--- config.mk ---
export PLATFORM = sky130hd
export DESIGN_NAME = matrix_column_scanner
export DESIGN_NICKNAME = d
export VERILOG_FILES = /design/src/rtl/matrix_column_scanner.sv
export SDC_FILE = /design/constraint.sdc
export NUM_CORES = 1
export LEC_CHECK = 0
export ABC_AREA = 0
export BUFFER_PORTS_ARGS = -buffer_cell sky130_fd_sc_hd__buf_2
export CORE_MARGIN = 2
export CORE_UTILIZATION = 32
export CTS_BUF_LIST = sky130_fd_sc_hd__clkbuf_8
export DETAILED_ROUTE_END_ITERATION = 6
export PLACE_DENSITY = 0.64
export SKIP_LAST_GASP = 1
export SLEW_MARGIN = 20
export SYNTH_ARGS = -nofsm -noshare
export SYNTH_HDL_FRONTEND = slang
export SYNTH_SLANG_ARGS = --single-unit
--- constraint.sdc ---
create_clock -name clk -period 2.8 [get_ports clk]
set_input_delay 0.28 -clock clk [delete_from_list [all_inputs] [get_ports clk]]
set_output_delay 0.28 -clock clk [all_outputs]
set_load 0.02 [all_outputs]
--- src/rtl/matrix_column_scanner.sv ---
// -----------------------------------------------------------------------------
// matrix_column_scanner
//
// Multiplexes five 7-bit column patterns onto a 5x7 LED matrix, one column at
// a time. The patterns are snapshotted at the start of every frame, so a
// single frame never shows a mix of two boards. Each column slot is SCAN_DIV
// cycles: BLANK_CYCLES cycles with every column off (anti-ghosting), then
// the column is driven for the rest of the slot.
//
// Optional feature (macro CURSOR_BLINK_EN): the cursor position is
// snapshotted together with the board. On alternate groups of BLINK_FRAMES
// frames the row bit under the cursor is inverted.
//
// Ports:
//   clk          system clock
//   reset        synchronous reset, active-high
//   enable       scan enable; low keeps the matrix dark and the scanner idle
//   col1_in..col5_in  column patterns, bit i = row i (bit 0 = top), 1 = on
//   cursor_col   cursor column 0..4, 5..7 = none   (CURSOR_BLINK_EN only)
//   cursor_row   cursor row 0..6, 7 = none         (CURSOR_BLINK_EN only)
//   matrix_col   column select, active-low, bit 0 = column 1
//   matrix_row   row data, active-high
//   frame_start  one-cycle pulse in the first cycle of every frame
//   col_idx      column currently being scanned, 0..4
// -----------------------------------------------------------------------------
module matrix_column_scanner #(
  parameter int SCAN_DIV     = 50000,
  parameter int BLANK_CYCLES = 2,
  parameter int BLINK_FRAMES = 32
) (
  input  logic       clk,
  input  logic       reset,
  input  logic       enable,
  input  logic [6:0] col1_in,
  input  logic [6:0] col2_in,
  input  logic [6:0] col3_in,
  input  logic [6:0] col4_in,
  input  logic [6:0] col5_in,
`ifdef CURSOR_BLINK_EN
  input  logic [2:0] cursor_col,
  input  logic [2:0] cursor_row,
`endif
  output logic [4:0] matrix_col,
  output logic [6:0] matrix_row,
  output logic       frame_start,
  output logic [2:0] col_idx
);

  localparam int PW = $clog2(SCAN_DIV);
  localparam logic [PW-1:0] PRE_LAST  = PW'(SCAN_DIV - 1);
  localparam logic [PW-1:0] PRE_BLANK = PW'(BLANK_CYCLES);

  // Parameter sanity is checked at elaboration so a bad build never exists.
  if (BLANK_CYCLES < 1 || SCAN_DIV < BLANK_CYCLES + 1 || BLINK_FRAMES < 1) begin : g_param_check
    $error("matrix_column_scanner: illegal SCAN_DIV/BLANK_CYCLES/BLINK_FRAMES");
  end

  typedef enum logic [1:0] {IDLE, BLANK, DRIVE} state_t;

  state_t        state, state_n;
  logic [PW-1:0] prescaler, prescaler_n;
  logic [2:0]    col_idx_n;
  logic          frame_start_n;
  logic          load;        // capture a fresh snapshot this edge
  logic          frame_tick;  // a full frame has just completed
  logic [6:0]    snapshot [5];
  logic [6:0]    cur_data;

  // ---------------------------------------------------------------------------
  // Next-state logic
  // NOTE: every signal gets a default first so no path leaves one unassigned;
  // otherwise synthesis would infer a latch to hold the old value.
  // ---------------------------------------------------------------------------
  always_comb begin
    state_n       = state;
    prescaler_n   = prescaler;
    col_idx_n     = col_idx;
    frame_start_n = 1'b0;
    load          = 1'b0;
    frame_tick    = 1'b0;

    if (!enable) begin
      // Disable wins over everything else, including a frame boundary.
      state_n     = IDLE;
      prescaler_n = '0;
      col_idx_n   = '0;
    end else if (state == IDLE) begin
      state_n       = BLANK;
      prescaler_n   = '0;
      col_idx_n     = '0;
      load          = 1'b1;
      frame_start_n = 1'b1;
    end else if (prescaler == PRE_LAST) begin
      state_n     = BLANK;
      prescaler_n = '0;
      if (col_idx == 3'd4) begin
        col_idx_n     = '0;
        load          = 1'b1;
        frame_start_n = 1'b1;
        frame_tick    = 1'b1;
      end else begin
        col_idx_n = col_idx + 3'd1;
      end
    end else begin
      prescaler_n = prescaler + PW'(1);
      state_n     = (prescaler_n < PRE_BLANK) ? BLANK : DRIVE;
    end
  end

  // ---------------------------------------------------------------------------
  // State registers
  // NOTE: sequential state uses non-blocking assignments so every register
  // samples the pre-edge values, independent of statement order.
  // ---------------------------------------------------------------------------
  always_ff @(posedge clk) begin
    if (reset) begin
      state       <= IDLE;
      prescaler   <= '0;
      col_idx     <= '0;
      frame_start <= 1'b0;
    end else begin
      state       <= state_n;
      prescaler   <= prescaler_n;
      col_idx     <= col_idx_n;
      frame_start <= frame_start_n;
    end
  end

  // NOTE: the snapshot is cleared on reset on purpose: its contents are
  // observable on the pins, so it must never start out undefined.
  always_ff @(posedge clk) begin
    if (reset) begin
      for (int i = 0; i < 5; i++) snapshot[i] <= '0;
    end else if (load) begin
      snapshot[0] <= col1_in;
      snapshot[1] <= col2_in;
      snapshot[2] <= col3_in;
      snapshot[3] <= col4_in;
      snapshot[4] <= col5_in;
    end
  end

  // Column data for the current slot; col_idx never exceeds 4.
  always_comb begin
    case (col_idx)
      3'd0:    cur_data = snapshot[0];
      3'd1:    cur_data = snapshot[1];
      3'd2:    cur_data = snapshot[2];
      3'd3:    cur_data = snapshot[3];
      default: cur_data = snapshot[4];
    endcase
  end

`ifdef CURSOR_BLINK_EN
  localparam int BW = (BLINK_FRAMES > 1) ? $clog2(BLINK_FRAMES) : 1;

  logic [BW-1:0] blink_cnt;
  logic          blink_phase;
  logic [2:0]    snap_ccol;
  logic [2:0]    snap_crow;
  logic          cursor_hit;

  always_ff @(posedge clk) begin
    if (reset) begin
      blink_cnt   <= '0;
      blink_phase <= 1'b0;
      snap_ccol   <= 3'd7;
      snap_crow   <= 3'd7;
    end else begin
      if (load) begin
        snap_ccol <= cursor_col;
        snap_crow <= cursor_row;
      end
      if (frame_tick) begin
        if (blink_cnt == BW'(BLINK_FRAMES - 1)) begin
          blink_cnt   <= '0;
          blink_phase <= ~blink_phase;
        end else begin
          blink_cnt <= blink_cnt + BW'(1);
        end
      end
    end
  end

  assign cursor_hit = blink_phase && (snap_ccol <= 3'd4) && (snap_crow <= 3'd6) &&
                      (snap_ccol == col_idx);
`endif

  // Outputs are decoded from registered state only.
  always_comb begin
    matrix_col = 5'b11111;
    matrix_row = 7'b0;
    if (state == DRIVE) begin
      matrix_col = ~(5'b00001 << col_idx);
      matrix_row = cur_data;
`ifdef CURSOR_BLINK_EN
      if (cursor_hit) matrix_row = cur_data ^ (7'b0000001 << snap_crow);
`endif
    end
  end

endmodule

==> reports/results.txt, run 1 <==
Status: completed
EDFF count, synth: 35
Path depth of the worst reg2reg path: 7
Max Freq: 380 MHz
Final HPWL DP: 4240 um
Mapped Area: 2810 um^2
Gr ovfl total: 0
Num ports: 54
Final Setup Violations: 0
Worst Setup End Kind: output port
Peak supply drop: 0.000186 V
Hold Path Origin: col3_in[6]
Slew @ Worst Pin: 520 ps
Largest net degree at the start of global routing: 37
Placed Area: 3190 um^2
Syn_nets: 310
Initial antenna violation count: 2
Main area contributors after synthesis: edfxtp_1 37%, dfxtp_1 16%, and2_1 7.8%
Die ar.: 9540 um^2
Final #Nets: 361
Antenna-violating nets left: 0
Ys async rst share: 0
Fin. Hold Viols: 0
CTS H-tree lvls: 3
CORE AREA: 8590 um^2
Vias in the first global route: 2021
Clock slew at reported path FFs: 80 ps
Worst reg2reg path startpoint: prescaler[0]$_SDFF_PP0_
Synth Area per Inst: 10.6 um^2
Data required time at the worst endpoint: 2520 ps
Primary FF master, synth: edfxtp_1
Final instance area: 3420 um^2
YS warnings: 0
Leak: 1.30 nW
Num CTS Buffers: 9
Hold Crit Depth: 2
Synth area leader: edfxtp_1
Worst-case clock buffer depth: 2
Row count: 34
Crit path arrival time: 2350 ps
# clock sinks: 57
Synth Register Bits: 57
First-pass GRT wire length: 10100 um
Routed len/inst: 14.1 um
Synth unique cells: 46
Kind of critical path: reg2out
Clk Latency, worst-skew pair: 340 ps
Starting density of the core: 0.327
Hold WC Path Type: in2reg
Crit. Startpoint: col_idx[0]$_SDFFE_PP0P_
Setup crit start kind: flop
DR DRC count: 0
ANT cells: 0
Routed wire length: 6070 um
First drt pass iteration count: 5
Crit path max fanout: 11
Layout cells sized above 1: 0.270
Final worst path period share: 0.939
1st-iter DRT viols: 174
Final Max Slew Viols: 0
DR vias: 2117
Layout Utilization: 0.398
CTS tree: yes
Area Growth Syn to Fin: 21.8%
Setup bufs post-CTS: 0
Yosys top cell area share: 0.374
Die H: 97.7 um
Vias/cell: 4.92
# hold bufs at CTS: 0
Root Buffer: clkbuf_8
I/O Buffers: 53
Post-cts resize count: 0
Power Dens Cells: 559 nW/um^2
Clock Skew: 12.1 ps
Total GRT Usage: 0.135
Cell count after synthesis: 266
MaxCap Viol Count: 0
Final min period: 2630 ps
Placer Congestion: 0.817
Die width: 97.7 um
Sequential fraction of the synthesis area: 0.531
Slew margin rel.: 0.653
-- layer usage --
metal	track usage	part of all wire	vias up
li1	-	-	1056
met1	0.181	0.47	990
met2	0.194	0.46	63
met3	0.0482	0.063	6
met4	0.0630	0.012	2
met5	0	0.0021	-
-- where the power goes --
group          switching [mW]  total (mW)  leakage (nW)  internal (mW)
clock                   0.359       0.869         0.114          0.509
sequential             0.0118       0.947         0.554          0.935
combinational          0.0463      0.0938         0.634         0.0475
total                   0.417        1.91          1.30           1.49
-- cells in the final DEF, fill, tap and decap left out, drive strengths merged, types with 2 or more instances in the layout --
master,synthesis,routed
clkbuf,7,9
a221oi,8,8
nand4,10,10
nor2,37,37
nor4,6,6
dfxtp,22,22
bufinv,0,2
a21oi,6,6
inv,7,8
a222oi,7,7
edfxtp,35,35
ha,6,6
nand3,6,6
nand2,12,12
or4,2,2
nand4b,2,2
o21ai,3,3
nand2b,5,5
buf,13,60
clkinv,0,4
nor3,5,5
nor2b,2,2
and2,35,35
or3,2,2
xor2,3,3
xnor2,13,13
-- through the flow --
step / setup slack, ps / hold slack (ps) / instances / power, mW / TNS (ps)
6_report: 171 / 213 / 430 / 1.91 / 0
5_1_grt: -0.881 / 190 / 430 / 1.98 / -0.881
3_3_place_gp: 527 / 477 / 414 / 1.06 / 0
2_1_floorplan: 62.9 / 450 / 266 / 1.01 / 0
4_1_cts: 140 / 201 / 430 / 1.93 / 0
3_5_place_dp: 435 / 488 / 414 / 1.06 / 0
-- state kept, by name, summed over array words and instances (netlist names) --
| register | cells |
|---|---|
| prescaler | 16 |
| col_idx | 3 |
| frame_start | 1 |
| snapshot | 35 |
| state | 2 |
-- area by class of cell --
cell class / instances / area, um^2
fill: 868 / 5180
sequential: 57 / 1490
multi-input combinational: 182 / 1190
timing repair buffer: 60 / 343
tap: 108 / 135
clock buffer: 9 / 124
clock inverter: 7 / 104
inverter: 7 / 26.3
-- cell families (layout without fill, tap and decap cells) --
group / Yosys count / count (layout) / synth area share
multiplexers: 1 / 1 / 0.00357
XOR/XNOR: 16 / 16 / 0.0499
buffers and inverters: 27 / 83 / 0.0441
flip-flops: 57 / 57 / 0.531
AO/OA/AOI/OAI: 32 / 32 / 0.0901
AND/OR/NAND/NOR: 127 / 127 / 0.254
adder cells (fa/ha/maj): 6 / 6 / 0.0267
-- critical path: stages (launching register included) --
cell	delay, ps
dfxtp_1	420
inv_1	120
ha_1	370
or3_1	360
a21oi_1	150
buf_4	180
a221oi_1	80
nor2_1	140
buf_2	190
-- path summary, 6_finish.rpt --
check                                                     end  slack [ps]
worst max register to register            state[1]$_SDFF_PP0_         400
worst min register to register        prescaler[0]$_SDFF_PP0_         500
worst min-delay path            snapshot[0][20]$_SDFFCE_PN0P_         210
worst max-delay path                            matrix_row[3]         170
-- synthesized netlist by cell type, drive strengths merged (2+ instances only) --
cell,n
nor2b,2
buf,13
nand4,10
a21oi,6
a221oi,8
nand4b,2
nor3,5
nor2,37
edfxtp,35
nor4,6
nand3,6
xor2,3
or3,2
a222oi,7
nand2b,5
or4,2
o21ai,3
clkbuf,7
nand2,12
inv,7
and2,35
xnor2,13
dfxtp,22
ha,6
No activity file was read; power rests on OpenSTA's default activity.
==> run 2, diff against run 1 <==
Settings changed: CAP_MARGIN set to 10, CORE_UTILIZATION 32 to 52, PLACE_DENSITY 0.64 to 0.9.
==> reports/results.txt, run 2 (synthesized netlist as in run 1, its figures left out) <==
Die ar.: 6000 um^2 (-37%)
First drt pass iteration count: 5 (unchanged)
First-pass GRT wire length: 10300 um (+2.5%)
Antenna-violating nets left: 0 (unchanged)
Final worst path period share: 0.943 (+0.00439)
Max Freq: 379 MHz (-0.47%)
Sequential cell area: 1490 um^2 (unchanged)
Slew @ Worst Pin: 520 ps (+0.00733 ps)
DR vias: 2205 (+4.2%)
Die H: 77.5 um (-21%)
Worst Setup End Kind: output port
Worst-case clock buffer depth: 2 (unchanged)
# hold bufs at CTS: 0 (unchanged)
Fin. Hold Viols: 0 (unchanged)
Final Max Slew Viols: 0 (unchanged)
Status: completed
Reg2reg end: state[1]$_SDFF_PP0_
Critical path's top delay family: simple AND/OR/NAND/NOR gates
Hold WC Path Type: in2reg
WHS Endpoint: snapshot[0][8]$_SDFFCE_PN0P_
Total GRT Usage: 0.223 (+0.0879)
CTS tree: yes
Data required time at the worst endpoint: 2520 ps (about the same)
Leak: 1.26 nW (-3.0%)
Layout cells sized above 1: 0.269 (-0.00144)
Root Buffer: clkbuf_8
Vias in the first global route: 2186 (+8.2%)
Num ports: 54 (unchanged)
Largest register FFs: 35 (unchanged)
Clock slew at reported path FFs: 70 ps (about the same)
Final HPWL DP: 4280 um (+0.90%)
Vias/cell: 5.65 (+15%)
1st-iter DRT viols: 377 (+120%)
Peak supply drop: 0.000347 V (+87%)
MaxCap Viol Count: 0 (unchanged)
Crit path max fanout: 9 (-2)
Die width: 77.5 um (-21%)
Hold Path Origin: col2_in[1]
Power Dens Cells: 541 nW/um^2 (-3.1%)
Unrepaired setup endpoints after global routing: no
Setup bufs post-CTS: 0 (unchanged)
Most frequent cells in the layout: 53 x buf_2, 37 x nor2_1, 35 x and2_1, 35 x edfxtp_1, 22 x dfxtp_1
Setup slack, reg-to-reg: 340 ps (-60 ps)
Area Growth Syn to Fin: 18.1%
Worst reg2reg path startpoint: prescaler[0]$_SDFF_PP0_
# clock sinks: 57 (unchanged)
Slew margin rel.: 0.650 (-0.00320)
Crit path arrival time: 2360 ps (about the same)
Final min period: 2640 ps (+12.3 ps)
Post-cts resize count: 0 (unchanged)
Setup crit start kind: flop
Path depth of the worst reg2reg path: 7 (unchanged)
Setup TNS: 0 ps (unchanged)
CP peak stage delay: 410 ps (about the same)
WP buf/inv: 3 (unchanged)
I/O Buffers: 53 (unchanged)
Fillcell total: 412 (-53%)
Clock Skew: 13.5 ps (+1.37 ps)
Largest net degree at the start of global routing: 37 (unchanged)
Slowest CP cell: dfxtp_1
Starting density of the core: 0.543 (+0.216)
Kind of critical path: reg2out
CORE AREA: 5170 um^2 (-40%)
Top reg by flops: snapshot
Crit path cell chain: inv_1 -> ha_1 -> or3_1 -> a21oi_1 -> buf_4 -> a221oi_1 -> nor2_1 -> buf_2
CTS H-tree lvls: 3 (unchanged)
Final #Nets: 359 (-0.55%)
DR DRC count: 0 (unchanged)
Area of the multi-input gates: 1200 um^2 (+0.32%)
ANT cells: 0 (unchanged)
Final Setup Violations: 0 (unchanged)
Hold Crit Depth: 2 (unchanged)
Routed wire length: 6190 um (+2.0%)
Placer Congestion: 0.946 (+16%)
Biggest regs: snapshot x35, prescaler x16, col_idx x3
Hold WS: 205 ps (-7.50 ps)
Initial antenna violation count: 0 (-2)
Row count: 26 (-24%)
Clk Latency, worst-skew pair: 340 ps (about the same)
Gr ovfl total: 0 (unchanged)
Num CTS Buffers: 9 (unchanged)
Routed len/inst: 15.9 um (+12%)
Most common cell after layout, fill and taps aside: buf_2
==> run 2: layer usage <==
layer | global-route usage | share of wire
met1 | 0.279 | 0.42
met2 | 0.357 | 0.48
met3 | 0.0744 | 0.078
met4 | 0.0875 | 0.021
met5 | 0 | 0
==> run 2: worst reg2reg max path, stage by stage, from the launching register on <==
cell and delay, ps:
dfxtp_1 420, ha_1 290, nand4_1 320, nor3_1 410, o21ai_0 180, o31a_1 150
or4_4 450, nor2b_4 140
==> run 2: how the worst max path moves through the flow <==
stage,endpoint,from,slack (ps),cells after the start
5_1_grt,matrix_row[2],col_idx[1]$_SDFFE_PP0P_,20,8
4_1_cts,matrix_row[2],col_idx[0]$_SDFFE_PP0P_,110,8
6_report,matrix_row[2],col_idx[1]$_SDFFE_PP0P_,160,8
2_1_floorplan,snapshot[0][0]$_SDFFCE_PN0P_,prescaler[0]$_SDFF_PP0_,60,6
3_3_place_gp,state[1]$_SDFF_PP0_,prescaler[0]$_SDFF_PP0_,450,7
3_5_place_dp,snapshot[0][17]$_SDFFCE_PN0P_,prescaler[0]$_SDFF_PP0_,330,7
==> run 2: area by class of cell <==
type / count / share of cell area
Sequential cell: 57 / 0.450
Multi-Input combinational cell: 182 / 0.361
Timing Repair Buffer: 58 / 0.0952
Clock buffer: 9 / 0.0374
Tap cell: 70 / 0.0264
Clock inverter: 7 / 0.0215
Inverter: 7 / 0.00793
==> run 2: per-stage QoR <==
stage               instances  setup WS, ps  utilization  instance area [um^2]  power, mW
finish                    390           159        0.641                  3310       1.79
global route              390          22.1        0.641                  3310       1.86
CTS                       390           106        0.639                  3310       1.80
detailed placement        374           334        0.602                  3110       1.06
global placement          374           450        0.602                  3110       1.05
floorplan                 266          62.9            -                  2810       1.01
==> run 2: report_power, final <==
part           internal [mW]  switching (mW)
sequential             0.936          0.0147
clock                  0.408           0.346
combinational         0.0450          0.0438
total                   1.39           0.404
==> run 3, diff against run 2 <==
Settings changed: ABC_AREA 0 to 1, PLACE_DENSITY 0.9 to 0.89, SKIP_LAST_GASP 1 to unset.
==> reports/results.txt, run 3 <==
EDFF count, synth: 35 (unchanged)
Crit path arrival time: 2240 ps (-120 ps)
Yosys top cell area share: 0.364 (-0.0101)
Kind of critical path: reg2out
Data required time at the worst endpoint: 2520 ps (about the same)
Count leader, synth: nand2_1
Starting density of the core: 0.530 (-0.0123)
Main area contributors after synthesis: edfxtp_1 36%, dfxtp_1 15%, nand2_1 10%
Largest net degree at the start of global routing: 37 (unchanged)
Num CTS Buffers: 9 (unchanged)
Final #Nets: 457 (+27%)
Most common cell after layout, fill and taps aside: nand2_1
YS warnings: 0 (unchanged)
Synth unique cells: 28 (-39%)
Synth Register Bits: 57 (unchanged)
Layout cells sized above 1: 0.203 (-0.0654)
Final min period: 2520 ps (-119 ps)
Crit path max fanout: 9 (unchanged)
Clock slew at reported path FFs: 70 ps (about the same)
Sequential fraction of the synthesis area: 0.517 (-0.0143)
Power Dens Cells: 526 nW/um^2 (-2.8%)
Num ports: 54 (unchanged)
DR vias: 2425 (+10%)
Worst-case clock buffer depth: 2 (unchanged)
Final worst path period share: 0.901 (-0.0426)
Peak supply drop: 0.000359 V (+3.4%)
Leak: 1.61 nW (+27%)
Worst Setup End Kind: output port
DR DRC count: 0 (unchanged)
Synth Area per Inst: 8.19 um^2 (-22%)
Primary FF master, synth: edfxtp_1
CTS tree: yes
MaxCap Viol Count: 0 (unchanged)
CORE AREA: 5440 um^2 (+5.2%)
I/O Buffers: 53 (unchanged)
Largest register FFs: 35 (unchanged)
Setup TNS: 0 ps (unchanged)
Final HPWL DP: 4330 um (+1.1%)
Vias/cell: 4.95 (-12%)
Mapped Area: 2880 um^2 (+2.8%)
Setup crit start kind: flop
Ys async rst share: 0 (unchanged)
Cell count after synthesis: 352 (+32%)
Power after layout: 1.79 mW (about the same)
ANT cells: 0 (unchanged)
Setup slack, reg-to-reg: 690 ps (+350 ps)
Routed len/inst: 11.9 um (-25%)
Hold Path Origin: col4_in[1]
Unrepaired setup endpoints after global routing: no
Clk Latency, worst-skew pair: 330 ps (about the same)
Final Max Slew Viols: 0 (unchanged)
Top reg by flops: snapshot
Gr ovfl total: 0 (unchanged)
Syn_nets: 396 (+28%)
Die width: 78.5 um (+1.3%)
Die H: 78.5 um (+1.3%)
Vias in the first global route: 2219 (+1.5%)
Crit. Startpoint: col_idx[0]$_SDFFE_PP0P_
Root Buffer: clkbuf_8
Slew margin rel.: 0.658 (+0.00740)
Clock Skew: 10.9 ps (-2.58 ps)
Total GRT Usage: 0.203 (-0.0197)
Die ar.: 6160 um^2 (+2.6%)
First-pass GRT wire length: 9690 um (-6.0%)
Initial antenna violation count: 0 (unchanged)
Antenna-violating nets left: 0 (unchanged)
Row count: 27 (+3.8%)
Top cells by count, synth: 80 x nand2_1, 70 x inv_1, 65 x nor2_1, 35 x edfxtp_1, 22 x dfxtp_1
Synth area leader: edfxtp_1
Fin. Hold Viols: 0 (unchanged)
Hold WC Path Type: in2reg
CTS H-tree lvls: 3 (unchanged)
Most frequent cells in the layout: 80 x nand2_1, 70 x inv_1, 65 x nor2_1
# clock sinks: 57 (unchanged)
Status: completed
Placer Congestion: 0.930 (-1.7%)
Biggest regs: snapshot x35, prescaler x16, col_idx x3
1st-iter DRT viols: 265 (-30%)
Max Freq: 397 MHz (+4.7%)
Final Setup Violations: 0 (unchanged)
Routed wire length: 5850 um (-5.5%)
Worst reg2reg path startpoint: prescaler[0]$_SDFF_PP0_
Slew @ Worst Pin: 512 ps (-7.29 ps)
First drt pass iteration count: 4 (-1)
Area Growth Syn to Fin: 18.0% (about the same)
==> run 3: cell types whose count changed in the layout (fill, tap and decap cells not counted), sizes merged, moves of 5 or more <==
cell	previous run	this run
nand3	6	15
a222oi	7	0
inv	7	70
nand2	12	83
xnor2	13	0
nor2	37	71
a21oi	6	12
nand2b	5	0
and2	35	0
==> run 3: repair_timing <==
item,4_1_cts,5_1_grt
endpoints found under the setup margin,0,7
hold buffers,0,0
setup buffers,0,1
gates resized for setup,0,1
==> run 3: cell families after synthesis <==
kind of cell / Yosys count / synth area share
flip-flops: 57 / 0.517
AND/OR/NAND/NOR: 183 / 0.283
adder cells (fa/ha/maj): 6 / 0.0260
buffers and inverters: 78 / 0.112
AO/OA/AOI/OAI: 28 / 0.0620
==> run 3: critical path, cell delays in order (launching register included) <==
cell,delay [ps]
dfxtp_1,400
inv_1,100
ha_1,220
nand2_1,110
clkinvlp_4,210
nor4_4,290
buf_4,190
nand2_1,60
a21oi_1,140
buf_2,180
==> run 3: final timing paths <==
path,end,cells after the start
setup / recovery,matrix_row[6],9
hold / removal,snapshot[0][22]$_SDFFCE_PN0P_,3
setup reg to reg,snapshot[0][11]$_SDFFCE_PN0P_,8
hold reg to reg,prescaler[0]$_SDFF_PP0_,1
==> run 3: layout make-up <==
cell class / instances / area, um^2
fill: 438 / 2030
sequential: 57 / 1490
multi-input combinational: 217 / 1070
timing repair buffer: 55 / 280
inverter: 73 / 278
clock buffer: 9 / 124
tap: 72 / 90.1
clock inverter: 7 / 71.3
==> run 3: per-layer routing <==
metal | global-route usage | wire length [um] | up-vias
met4 | 0.0982 | 129 | 0
met3 | 0.0379 | 337 | 13
met5 | 0 | 0 | -
met1 | 0.267 | 2560 | 1097
met2 | 0.325 | 2820 | 77
li1 | - | - | 1238
==> run 3: where the power goes <==
part	internal, mW	switching, mW
clock	0.408	0.342
sequential	0.937	0.0136
combinational	0.0359	0.0553
total	1.38	0.411
==> run 3: per-stage QoR <==
stage / setup WS [ps] / cell area, um^2 / std cells / util / hold WS [ps]
detailed placement: 527 / 3200 / 473 / 0.588 / 494
finish: 278 / 3400 / 490 / 0.626 / 235
CTS: 152 / 3390 / 489 / 0.624 / 229
floorplan: 466 / 2880 / 352 / - / 426
global placement: 670 / 3200 / 473 / 0.588 / 483
global route: 23.8 / 3400 / 490 / 0.626 / 239
